File: config.mk
export PLATFORM = sky130hd
export DESIGN_NAME = intersection_scheduler
export DESIGN_NICKNAME = d
export VERILOG_FILES = /design/src/rtl/intersection_scheduler.sv
export SDC_FILE = /design/constraint.sdc
export NUM_CORES = 1
export LEC_CHECK = 0
export CORE_ASPECT_RATIO = 0.5
export CORE_MARGIN = 2
export CORE_UTILIZATION = 45
export CTS_CLUSTER_SIZE = 40
export DETAILED_ROUTE_END_ITERATION = 12
export GPL_TIMING_DRIVEN = 0
export PLACE_DENSITY = 0.68
export SETUP_SLACK_MARGIN = 0.1
export SYNTH_ARGS = -nofsm -noshare
export SYNTH_HDL_FRONTEND = slang
export SYNTH_SLANG_ARGS = --single-unit
File: constraint.sdc
create_clock -name Clock -period 2.4 [get_ports Clock]
set_input_delay 0.36 -clock Clock [delete_from_list [all_inputs] [get_ports Clock]]
set_output_delay 0.36 -clock Clock [all_outputs]
set_load 0.02 [all_outputs]
File: src/rtl/intersection_scheduler.sv
// Two-road intersection sequencer: main road, side road with car sensor and a pedestrian walk
// phase, all timed from one shared phase counter.
module intersection_scheduler #(
    parameter int unsigned T_MIN_GRN  = 10000,
    parameter int unsigned T_YLW      = 3000,
    parameter int unsigned T_ALL_RED  = 1000,
    parameter int unsigned T_SIDE_GRN = 5000,
    parameter int unsigned T_WALK     = 4000,
    parameter int unsigned CNT_W      = 16
) (
    input  logic       Clock,
    input  logic       Reset,
    input  logic       CAR,
    input  logic       PED,
    output logic       M_GRN,
    output logic       M_YLW,
    output logic       M_RED,
    output logic       S_GRN,
    output logic       S_YLW,
    output logic       S_RED,
    output logic       WALK,
    output logic [2:0] STATE
);

    typedef enum logic [2:0] {
        StMainGrn = 3'd0,
        StMainYlw = 3'd1,
        StAllRed1 = 3'd2,
        StSideGrn = 3'd3,
        StSideYlw = 3'd4,
        StAllRed2 = 3'd5,
        StWalk    = 3'd6,
        StIllegal = 3'd7
    } state_e;

    // Last count value of each timed phase; a phase of T cycles exits at count T-1.
    localparam logic [CNT_W-1:0] MinGrnLast  = CNT_W'(T_MIN_GRN - 1);
    localparam logic [CNT_W-1:0] YlwLast     = CNT_W'(T_YLW - 1);
    localparam logic [CNT_W-1:0] AllRedLast  = CNT_W'(T_ALL_RED - 1);
    localparam logic [CNT_W-1:0] SideGrnLast = CNT_W'(T_SIDE_GRN - 1);
    localparam logic [CNT_W-1:0] WalkLast    = CNT_W'(T_WALK - 1);

    state_e           state_q, state_d;
    logic [CNT_W-1:0] cnt_q, cnt_d;
    logic             car_pend_q, car_pend_d;
    logic             ped_pend_q, ped_pend_d;

    always_comb begin
        state_d = state_q;
        case (state_q)
            StMainGrn: begin
                if (cnt_q == MinGrnLast && (car_pend_q || ped_pend_q)) begin
                    state_d = StMainYlw;
                end
            end
            StMainYlw: begin
                if (cnt_q == YlwLast) begin
                    state_d = StAllRed1;
                end
            end
            StAllRed1: begin
                // Car is served ahead of the pedestrian when both are waiting.
                if (cnt_q == AllRedLast) begin
                    if (car_pend_q) begin
                        state_d = StSideGrn;
                    end else if (ped_pend_q) begin
                        state_d = StWalk;
                    end else begin
                        state_d = StMainGrn;
                    end
                end
            end
            StSideGrn: begin
                if (cnt_q == SideGrnLast) begin
                    state_d = StSideYlw;
                end
            end
            StSideYlw: begin
                if (cnt_q == YlwLast) begin
                    state_d = StAllRed2;
                end
            end
            StAllRed2: begin
                if (cnt_q == AllRedLast) begin
                    state_d = ped_pend_q ? StWalk : StMainGrn;
                end
            end
            StWalk: begin
                if (cnt_q == WalkLast) begin
                    state_d = StMainGrn;
                end
            end
            default: state_d = StMainGrn;
        endcase
    end

    always_comb begin
        cnt_d = cnt_q + CNT_W'(1);
        if (state_d != state_q) begin
            cnt_d = '0;
        end else if (state_q == StMainGrn && cnt_q == MinGrnLast) begin
            // Hold at the end of minimum green so a late request is served at once.
            cnt_d = cnt_q;
        end
    end

    always_comb begin
        car_pend_d = car_pend_q | (CAR & (state_q != StSideGrn) & (state_q != StSideYlw));
        ped_pend_d = ped_pend_q | (PED & (state_q != StWalk));
        // Entering the service phase clears the request, overriding a same-cycle set.
        if (state_d == StSideGrn && state_q != StSideGrn) begin
            car_pend_d = 1'b0;
        end
        if (state_d == StWalk && state_q != StWalk) begin
            ped_pend_d = 1'b0;
        end
    end

    always_ff @(posedge Clock) begin
        if (!Reset) begin
            state_q    <= StMainGrn;
            cnt_q      <= '0;
            car_pend_q <= 1'b0;
            ped_pend_q <= 1'b0;
        end else begin
            state_q    <= state_d;
            cnt_q      <= cnt_d;
            car_pend_q <= car_pend_d;
            ped_pend_q <= ped_pend_d;
        end
    end

    always_comb begin
        M_GRN = 1'b0;
        M_YLW = 1'b0;
        M_RED = 1'b1;
        S_GRN = 1'b0;
        S_YLW = 1'b0;
        S_RED = 1'b1;
        WALK  = 1'b0;
        case (state_q)
            StMainGrn: begin
                M_GRN = 1'b1;
                M_RED = 1'b0;
            end
            StMainYlw: begin
                M_YLW = 1'b1;
                M_RED = 1'b0;
            end
            StSideGrn: begin
                S_GRN = 1'b1;
                S_RED = 1'b0;
            end
            StSideYlw: begin
                S_YLW = 1'b1;
                S_RED = 1'b0;
            end
            StWalk:  WALK = 1'b1;
            default: ;
        endcase
    end

    assign STATE = state_q;

endmodule

==> results of run 1 <==
[layer usage]
layer	part of all wire (%)	up-vias	wire length, um
met4	0.61	0	22
met1	48	643	1720
met5	0	-	0
li1	-	667	-
met2	47	43	1670
met3	4.8	4	173
[final cells by class]
class                      instances  area share [%]
multi-input combinational        135            53.3
sequential                        21            22.9
timing repair buffer              30            14.8
tap                               40            2.65
buffer                             6            2.58
clock buffer                       3            2.19
inverter                           6            1.19
clock inverter                     1           0.265
[power groups by stage]
stage	Clock (uW)	Sequential, uW	Combinational (uW)
finish	243	364	66.8
global route	260	365	72.4
CTS	247	364	57.8
detailed placement	0	373	42.4
global placement	0	372	40.6
floorplan	0	371	30.8
[worst register-to-register path, stage by stage (launching register included)]
cell       delay [ns]
dfxtp_4          0.37
ha_4             0.14
or3b_4           0.40
or4_4            0.55
o311a_4          0.35
and4b_1          0.22
o21ai_4          0.25
clkbuf_16        0.21
nor2_2           0.03
[metrics by stage]
| stage | hold WS [ns] | TNS [ns] | worst slack, ns |
|---|---|---|---|
| floorplan | 0.471 | -0.583 | -0.0626 |
| global placement | 0.493 | -4.98 | -0.412 |
| detailed placement | 0.495 | -4.89 | -0.399 |
| CTS | 0.512 | -2.40 | -0.212 |
| global route | 0.558 | -3.36 | -0.278 |
| finish | 0.517 | -2.46 | -0.223 |
[cells in the mapped netlist, types with 2 or more instances]
cell type  instances
xnor2_1            8
o21ai_0            3
o21ai_1            2
mux2i_1            3
nor2_2            10
clkbuf_1           4
xor2_1             4
a31oi_1            2
inv_1              6
dfxtp_1           21
nand3b_1           2
or2_2              2
nor2_1            16
nor3b_1            2
a21oi_1            8
nor4_2             2
nor4_1             4
nand2_1           24
nand4b_1           4
and3_1             2
nor3_1             4
nand3_1            5
or4_4              3
or3_1              2
nand4_1            5
[sequential cells by signal (all words and copies together) (netlist names)]
| name | flops |
|---|---|
| cnt_q | 16 |
| ped_pend_q | 1 |
| STATE | 3 |
| car_pend_q | 1 |
[kinds of logic after synthesis]
logic type / Yosys count
adder cells (fa/ha/maj): 1
XOR/XNOR: 12
buffers and inverters: 12
AO/OA/AOI/OAI: 21
multiplexers: 4
flip-flops: 21
AND/OR/NAND/NOR: 97
[worst paths after layout]
check / start / endpoint / slack, ns / depth (start not counted)
max reg2reg: cnt_q[0]$_SDFFE_PP0N_ / cnt_q[10]$_SDFFE_PP0N_ / -0.22 / 8
min reg2reg: car_pend_q$_SDFF_PP0_ / car_pend_q$_SDFF_PP0_ / 0.52 / 1
max: cnt_q[0]$_SDFFE_PP0N_ / cnt_q[10]$_SDFFE_PP0N_ / -0.22 / 8
min: car_pend_q$_SDFF_PP0_ / car_pend_q$_SDFF_PP0_ / 0.52 / 1
[timing repair]
| action | in CTS | in global routing |
|---|---|---|
| pin swaps | 6 | 5 |
| cloned | 1 | 0 |
| buffers inserted | 9 | 7 |
| setup endpoints to repair | 16 | 20 |
| resized for setup | 20 | 16 |
[cells in the final DEF (no fill, tap or decap), types with 3 or more instances in the layout]
cell,instances
a21oi_1,8
buf_4,16
clkbuf_8,4
clkdlybuf4s50_1,11
dfxtp_1,13
dfxtp_2,7
inv_1,6
nand2_1,24
nand3_1,5
nand4_1,5
nand4b_1,4
nor2_1,16
nor2_2,9
nor3_1,3
nor4_4,4
o21ai_0,3
or4_4,3
xnor2_1,7
xor2_1,4
==> results.ini, run 1 <==
[synth]
synth_area_leaders = dfxtp_1, nand2_1, xnor2_1
syn-num-nets = 173
synth_top_family_by_area = simple AND/OR/NAND/NOR gates
yosys.area.top_type = dfxtp_1
synth-compound-area-share_pct = 12.1
netlist_area_um2 = 1370
synth-simple-area-share_pct = 41.0
avgSynthCellArea_um2 = 8.14
synth_top_area_share_pct = 30.7
synth-xor-area-share_pct = 7.69
synth_seq_area_share_pct = 30.7
synthArstFlopShare_pct = 0
yosysWarningCount = 0
synth.area.mux_share_pct = 3.02
syn_inst = 168
synth_edf_count = 0
synthAdderAreaFrac_pct = 0.915
ys_types = 45
synth-main-ff-cell = dfxtp_1
ys_seq_elements = 21

[layout]
finish.instance_area_um2 = 1890
postLayoutCoreUtil_pct = 64.2
fin_cells = 242
fillers = 243
syn2layout_area_growth_pct = 38.1
nNetsFinal = 208
multi_input_area_um2 = 1010
diodes = 0
drive_gt1_share_pct = 35.1
seq_area_um2 = 433

[route]
wl_per_cell_um = 14.8
drtIter0Drc = 60
wirelength_um = 3590
viasPerCell = 5.61
post-route-drc-count = 0
dr.pass1.iters = 4
dr_total_vias = 1357
antenna_left = 0

[timing]
slew_headroom_pct = 68.2
drv_slew = 0
finClkSkew_ns = 0.00665
min_period_over_period_pct = 109
tightest_slew_ns = 0.476
setup_viol = 14
finalCriticalPeriod_ns = 2.62
rsz0062_at_grt = yes
max_clock_freq_mhz = 381
fin_ws_ns = -0.223
finalHoldViolCount = 0

[worst_setup_path]
crit_chain = ha_4, or3b_4, or4_4, o311a_4, and4b_1, o21ai_4, clkbuf_16, nor2_2
critPathBufInv = 1
cp-end-kind = register
required_ns = 2.57
cpLargestDelayFamily = simple AND/OR/NAND/NOR gates
cp_max_fo = 5
crit_type = register to register
critPathSlowestCell = or4_4
worstSetupStartpointType = register
slowest_delay_ns = 0.55
crit_arrival_ns = 2.79

[grt]
grt_pass1_wl_um = 5870
track_usage_pct = 21.7
grt_max_degree = 13
antenna_found_initial = 0
globalRoute.busiestLayer = met2
use_met1_pct = 29.7
grt-ovfl-total = 0
grt_use_met3_pct = 4.47
grt_pass1_vias = 1233
use_met2_pct = 35.8

[clock_network]
worstSkewPairLatency_ns = 0.27
numClockSinks = 21
cts_tree = built
clk_pin_slew_ns = 0.08
ctsHtreeMaxLevel = 1
hold_buffers = 0
cts_max_path_buffers = 2
clock-root-buffer = clkbuf_8
cts-buffers-inserted = 3

[floorplan]
start_util_pct = 46.5
die_h_um = 43.0
rows = 14
die_w_um = 82.0
design.core.area_um2 = 2940
die_area_um2 = 3520
ios = 14

[placed_design]
placed_cells = 221
dp.final_hpwl_um = 2360
placed_area_um2 = 1570
gp_congestion = 0.885
io_buffers = 13

[job]
cap_violations = 0

[power]
pwr-share-comb_pct = 9.9
power_density_nw_per_um2 = 356
p_switching_uw = 164
ir_drop_uv = 223
power_frac_seq_pct = 54.0
power.share.clock_pct = 36.1
p_leak_uw = 0.000668
finalPower_uw = 673
p_sw_share_pct = 24.4
internal_power_uw = 509

[worst_hold_path]
hp-class = register to register

[outcome]
failed_checks = negative setup slack
status = finished, violations left

Power figures use the tool's default switching activity.
==> run 2: changes to the inputs <==
==> constraint.sdc (replaced) <==
create_clock -name Clock -period 2.4 [get_ports Clock]
set_input_delay 0.48 -clock Clock [delete_from_list [all_inputs] [get_ports Clock]]
set_output_delay 0.48 -clock Clock [all_outputs]
set_load 0.02 [all_outputs]
==> results.ini, run 2 (same netlist as run 1, synthesis figures left out) <==
[outcome]
status = finished, violations left  ; unchanged
failed_checks = negative setup slack  ; unchanged

[timing]
tns_ns = -2.49  ; was -2.46 ns
slew_headroom_pct = 68.7  ; was 68.2%
rsz0062_at_grt = yes  ; unchanged
finClkSkew_ns = 0.00604  ; was 0.00665 ns
finalCriticalPeriod_ns = 2.63  ; was 2.62 ns
finalHoldViolCount = 0  ; unchanged
fin_ws_ns = -0.226  ; was -0.223 ns
drv_slew = 0  ; unchanged
max_clock_freq_mhz = 381  ; about the same
tightest_slew_ns = 0.468  ; was 0.476 ns
setup_viol = 14  ; unchanged
min_period_over_period_pct = 109  ; about the same

[floorplan]
design.core.area_um2 = 2940  ; unchanged
die_area_um2 = 3520  ; unchanged
ios = 14  ; unchanged
rows = 14  ; unchanged
die_h_um = 43.0  ; unchanged
die_w_um = 82.0  ; unchanged
start_util_pct = 46.5  ; unchanged

[route]
wl_per_cell_um = 14.7  ; was 14.8 um
dr.pass1.iters = 4  ; unchanged
wirelength_um = 3570  ; was 3590 um
dr_total_vias = 1350  ; was 1,357
viasPerCell = 5.58  ; was 5.61
post-route-drc-count = 0  ; unchanged
antenna_left = 0  ; unchanged
drtIter0Drc = 56  ; was 60

[grt]
grt_max_degree = 13  ; unchanged
grt_pass1_vias = 1233  ; unchanged
grt-ovfl-total = 0  ; unchanged
track_usage_pct = 21.7  ; unchanged
grt_pass1_wl_um = 5870  ; unchanged
antenna_found_initial = 0  ; unchanged

[placed_design]
gp_congestion = 0.885  ; unchanged
dp.final_hpwl_um = 2360  ; unchanged
io_buffers = 13  ; unchanged

[worst_setup_path]
reg2reg_to = cnt_q[10]$_SDFFE_PP0N_  ; unchanged
critPathBufInv = 1  ; unchanged
critPathSlowestCell = or4_4  ; unchanged
cpLargestDelayFamily = simple AND/OR/NAND/NOR gates  ; unchanged
required_ns = 2.57  ; about the same
crit_type = register to register  ; unchanged
r2r_slack_ns = -0.23  ; was -0.22 ns
worstSetupStartpointType = register  ; unchanged
cp_max_fo = 5  ; unchanged
crit_arrival_ns = 2.79  ; about the same
r2r_cells = 8  ; unchanged
r2r_start = cnt_q[0]$_SDFFE_PP0N_  ; unchanged
crit_chain = ha_4, or3b_4, or4_4, o311a_4, and4b_1, o21ai_4, clkbuf_16, nor2_2  ; unchanged
cp-end-kind = register  ; unchanged
slowest_delay_ns = 0.55  ; about the same

[layout]
diodes = 0  ; unchanged
largest_register = cnt_q  ; unchanged
final_cell_mix = nand2_1, nor2_1, buf_4  ; unchanged
nNetsFinal = 208  ; unchanged
postLayoutCoreUtil_pct = 63.9  ; was 64.2%
mostFrequentLayoutCell = nand2_1  ; unchanged
syn2layout_area_growth_pct = 37.5  ; was 38.1%
drive_gt1_share_pct = 35.1  ; unchanged
largest_reg_flops = 16  ; unchanged

[power]
p_switching_uw = 164  ; about the same
p_leak_uw = 0.000653  ; was 0.000668 uW
power.share.clock_pct = 36.0  ; was 36.1%
internal_power_uw = 509  ; about the same
power_density_nw_per_um2 = 358  ; was 356 nW/um2
power_frac_seq_pct = 54.0  ; about the same
ir_drop_uv = 182  ; was 223 uV
p_sw_share_pct = 24.4  ; about the same
pwr-share-comb_pct = 9.9  ; about the same

[clock_network]
cts-buffers-inserted = 3  ; unchanged
clk_pin_slew_ns = 0.08  ; about the same
worstSkewPairLatency_ns = 0.27  ; about the same
cts_max_path_buffers = 2  ; unchanged
clock-root-buffer = clkbuf_8  ; unchanged
cts_tree = built  ; unchanged
hold_buffers = 0  ; unchanged
numClockSinks = 21  ; unchanged
ctsHtreeMaxLevel = 1  ; unchanged

[worst_hold_path]
hold_depth = 1  ; unchanged
hp-start = car_pend_q$_SDFF_PP0_  ; unchanged
holdPathEnd = car_pend_q$_SDFF_PP0_  ; unchanged
hp-class = register to register  ; unchanged

[job]
cap_violations = 0  ; unchanged

run 2: through the flow:
step / area (um2) / setup WS [ns] / power (uW) / hold WS [ns] / cells
CTS: 1800 / -0.212 / 669 / 0.512 / 235
global route: 1880 / -0.278 / 697 / 0.558 / 242
finish: 1880 / -0.226 / 673 / 0.516 / 242
global placement: 1570 / -0.412 / 413 / 0.493 / 221
floorplan: 1390 / -0.0626 / 401 / 0.471 / 168
detailed placement: 1570 / -0.399 / 415 / 0.495 / 221
run 2: power by group through the flow:
stage	clock network [uW]	logic [uW]	registers, uW
after CTS	247	57.8	364
after detailed placement	0	42.4	373
after global routing	259	72.6	365
final	242	67.0	364
after floorplan	0	30.8	371
after global placement	0	40.6	372
run 2: timing repair:
action / in CTS / in global routing
resized for setup: 23 / 13
pin swaps: 6 / 5
gates cloned: 1 / 0
buffers inserted: 9 / 7
setup endpoints to repair: 17 / 18
run 2: worst reg2reg max path: cells and delay by family (launching register included):
| family | cells | cell delay, ns |
|---|---|---|
| AO/OA/AOI/OAI | 2 | 0.60 |
| adder cells (fa/ha/maj) | 1 | 0.14 |
| buffers and inverters | 1 | 0.21 |
| flip-flops | 1 | 0.37 |
| AND/OR/NAND/NOR | 4 | 1.20 |
run 2: layout make-up:
cell class	count	area, um2
Fill cell	243	1060
Timing Repair Buffer	30	273
Sequential cell	21	433
Clock inverter	1	5.00
Clock buffer	3	41.3
Multi-Input combinational cell	135	1010
Buffer	6	48.8
Tap cell	40	50.0
Inverter	6	22.5
run 2: metal layers:
layer,global-route usage [%],wire [um],vias to the layer above
met4,4.00,17,0
met3,4.47,162,4
li1,-,-,667
met5,0,0,-
met1,29.7,1710,643
met2,35.8,1680,36
run 2: worst max-delay path by stage:
stage / from / end / slack (ns) / cells after the start
5_1_grt: cnt_q[0]$_SDFFE_PP0N_ / cnt_q[10]$_SDFFE_PP0N_ / -0.28 / 8
3_5_place_dp: cnt_q[5]$_SDFFE_PP0N_ / cnt_q[9]$_SDFFE_PP0N_ / -0.40 / 9
4_1_cts: cnt_q[0]$_SDFFE_PP0N_ / cnt_q[13]$_SDFFE_PP0N_ / -0.21 / 8
3_3_place_gp: cnt_q[15]$_SDFFE_PP0N_ / cnt_q[10]$_SDFFE_PP0N_ / -0.41 / 8
2_1_floorplan: cnt_q[1]$_SDFFE_PP0N_ / cnt_q[2]$_SDFFE_PP0N_ / -0.06 / 8
6_report: cnt_q[0]$_SDFFE_PP0N_ / cnt_q[10]$_SDFFE_PP0N_ / -0.23 / 8
==> run 3: changes to the inputs <==
- DONT_BUFFER_PORTS: unset -> 1
- PLACE_DENSITY: 0.68 -> unset
- RECOVER_POWER: unset -> 25
- REMOVE_ABC_BUFFERS: unset -> 1
==> results.ini, run 3 (same netlist as run 1, synthesis figures left out) <==
[outcome]
status = finished, violations left  ; unchanged
failed_checks = negative setup slack  ; unchanged

[worst_setup_path]
crit_type = register to register  ; unchanged
crit_arrival_ns = 2.79  ; about the same
worstSetupStartpointType = register  ; unchanged
cpLargestDelayFamily = simple AND/OR/NAND/NOR gates  ; unchanged
r2r_cells = 8  ; unchanged
critPathSlowestCell = or4_4  ; unchanged
reg2reg_to = cnt_q[1]$_SDFFE_PP0N_  ; was cnt_q[10]$_SDFFE_PP0N_
crit_chain = or4_4, nor4_2, nor2_1, a31oi_2, and4b_2, o21ai_4, buf_12, nor3b_2  ; was ha_4, or3b_4, or4_4, o311a_4, and4b_1, o21ai_4, clkbuf_16, nor2_2
slowest_delay_ns = 0.59  ; was 0.55 ns
critical_path.startpoint = cnt_q[15]$_SDFFE_PP0N_  ; was cnt_q[0]$_SDFFE_PP0N_
crit_cells = 8  ; unchanged
r2r_slack_ns = -0.20  ; was -0.23 ns
cp-endpoint = cnt_q[1]$_SDFFE_PP0N_  ; was cnt_q[10]$_SDFFE_PP0N_
r2r_start = cnt_q[15]$_SDFFE_PP0N_  ; was cnt_q[0]$_SDFFE_PP0N_
critPathBufInv = 1  ; unchanged
required_ns = 2.59  ; was 2.57 ns
cp_max_fo = 13  ; was 5
cp-end-kind = register  ; unchanged

[timing]
holdWs_ns = 0.412  ; was 0.516 ns
slew_headroom_pct = 57.4  ; was 68.7%
min_period_over_period_pct = 108  ; was 109%
finClkSkew_ns = 0.00761  ; was 0.00604 ns
finalCriticalPeriod_ns = 2.60  ; was 2.63 ns
tns_ns = -2.25  ; was -2.49 ns
setup_viol = 14  ; unchanged
fin_ws_ns = -0.199  ; was -0.226 ns
rsz0062_at_grt = yes  ; unchanged
max_clock_freq_mhz = 385  ; was 381 MHz
drv_slew = 0  ; unchanged
tightest_slew_ns = 0.638  ; was 0.468 ns
finalHoldViolCount = 0  ; unchanged

[route]
antenna_left = 0  ; unchanged
dr_total_vias = 1282  ; was 1,350
wl_per_cell_um = 15.7  ; was 14.7 um
dr.pass1.iters = 4  ; unchanged
drtIter0Drc = 107  ; was 56
viasPerCell = 5.83  ; was 5.58
post-route-drc-count = 0  ; unchanged
wirelength_um = 3460  ; was 3570 um

[clock_network]
clk_pin_slew_ns = 0.08  ; about the same
cts_tree = built  ; unchanged
numClockSinks = 21  ; unchanged
cts-buffers-inserted = 3  ; unchanged
hold_buffers = 0  ; unchanged
cts_max_path_buffers = 2  ; unchanged
worstSkewPairLatency_ns = 0.27  ; about the same
clock-root-buffer = clkbuf_8  ; unchanged
ctsHtreeMaxLevel = 1  ; unchanged

[placed_design]
gp_congestion = 0.941  ; was 0.885
io_buffers = 0  ; was 13
dp.final_hpwl_um = 2190  ; was 2360 um

[power]
ir_drop_uv = 182  ; about the same
power_density_nw_per_um2 = 377  ; was 358 nW/um2
p_leak_uw = 0.000565  ; was 0.000653 uW

[grt]
track_usage_pct = 21.7  ; about the same
grt_max_degree = 14  ; was 13
grt_pass1_vias = 1178  ; was 1,233
grt_pass1_wl_um = 5740  ; was 5870 um
grt-ovfl-total = 0  ; unchanged
antenna_found_initial = 0  ; unchanged

[layout]
nNetsFinal = 186  ; was 208
diodes = 0  ; unchanged
fillers = 250  ; was 243
final_cell_mix = nand2_1, dfxtp_1, nor2_1  ; was nand2_1, nor2_1, buf_4
syn2layout_area_growth_pct = 26.8  ; was 37.5%
mostFrequentLayoutCell = nand2_1  ; unchanged
largest_register = cnt_q  ; unchanged
drive_gt1_share_pct = 38.3  ; was 35.1%
largest_reg_flops = 16  ; unchanged

[floorplan]
die_w_um = 82.0  ; unchanged
rows = 14  ; unchanged
design.core.area_um2 = 2940  ; unchanged
start_util_pct = 46.5  ; unchanged
die_area_um2 = 3520  ; unchanged
die_h_um = 43.0  ; unchanged
ios = 14  ; unchanged

[worst_hold_path]
hp-class = primary input to register  ; was register to register

[job]
cap_violations = 0  ; unchanged

run 3: how the worst min path moves through the flow:
stage	startpoint	end	slack [ns]	cells past startpoint
2_1_floorplan	car_pend_q$_SDFF_PP0_	car_pend_q$_SDFF_PP0_	0.47	1
3_3_place_gp	car_pend_q$_SDFF_PP0_	car_pend_q$_SDFF_PP0_	0.50	1
3_5_place_dp	car_pend_q$_SDFF_PP0_	car_pend_q$_SDFF_PP0_	0.50	1
4_1_cts	PED	ped_pend_q$_SDFF_PP0_	0.41	2
5_1_grt	CAR	car_pend_q$_SDFF_PP0_	0.41	2
6_report	CAR	car_pend_q$_SDFF_PP0_	0.41	2
run 3: metal layers:
| layer | vias to the layer above | GRT usage (%) | part of all wire, % |
|---|---|---|---|
| li1 | 622 | - | - |
| met1 | 608 | 27.8 | 46 |
| met2 | 46 | 35.0 | 46 |
| met3 | 6 | 5.74 | 6.2 |
| met4 | 0 | 8.00 | 1.3 |
| met5 | - | 0 | 0 |
run 3: final cells by class:
class                      count  area, um2  share of cell area (%)
tap                           40       50.0                    2.89
multi-input combinational    135       1060                    61.2
inverter                       6       22.5                    1.30
sequential                    21        434                    25.0
timing repair buffer          14        121                    7.00
clock buffer                   4       45.0                    2.60
run 3: where the power goes:
group | leakage [uW] | internal, uW | switching [uW]
logic | 0.000368 | 24.0 | 27.0
registers | 0.000174 | 354 | 8.37
clock network | 0.0000228 | 119 | 122
total | 0.000565 | 496 | 157
run 3: per-stage QoR:
| stage | area (um2) | util [%] | cells | setup WS (ns) | power, uW |
|---|---|---|---|---|---|
| 6_report | 1730 | 58.9 | 220 | -0.199 | 653 |
| 5_1_grt | 1730 | 58.9 | 220 | -0.276 | 678 |
| 4_1_cts | 1660 | 56.4 | 217 | -0.141 | 659 |
| 3_5_place_dp | 1380 | 46.8 | 202 | -0.825 | 402 |
| 3_3_place_gp | 1380 | 46.8 | 202 | -0.792 | 401 |
| 2_1_floorplan | 1330 | - | 162 | -0.398 | 395 |
run 3: what timing repair did:
item | CTS | global route
resized for setup | 27 | 14
setup endpoints to repair | 17 | 17
pin swaps | 13 | 7
setup buffers | 11 | 4
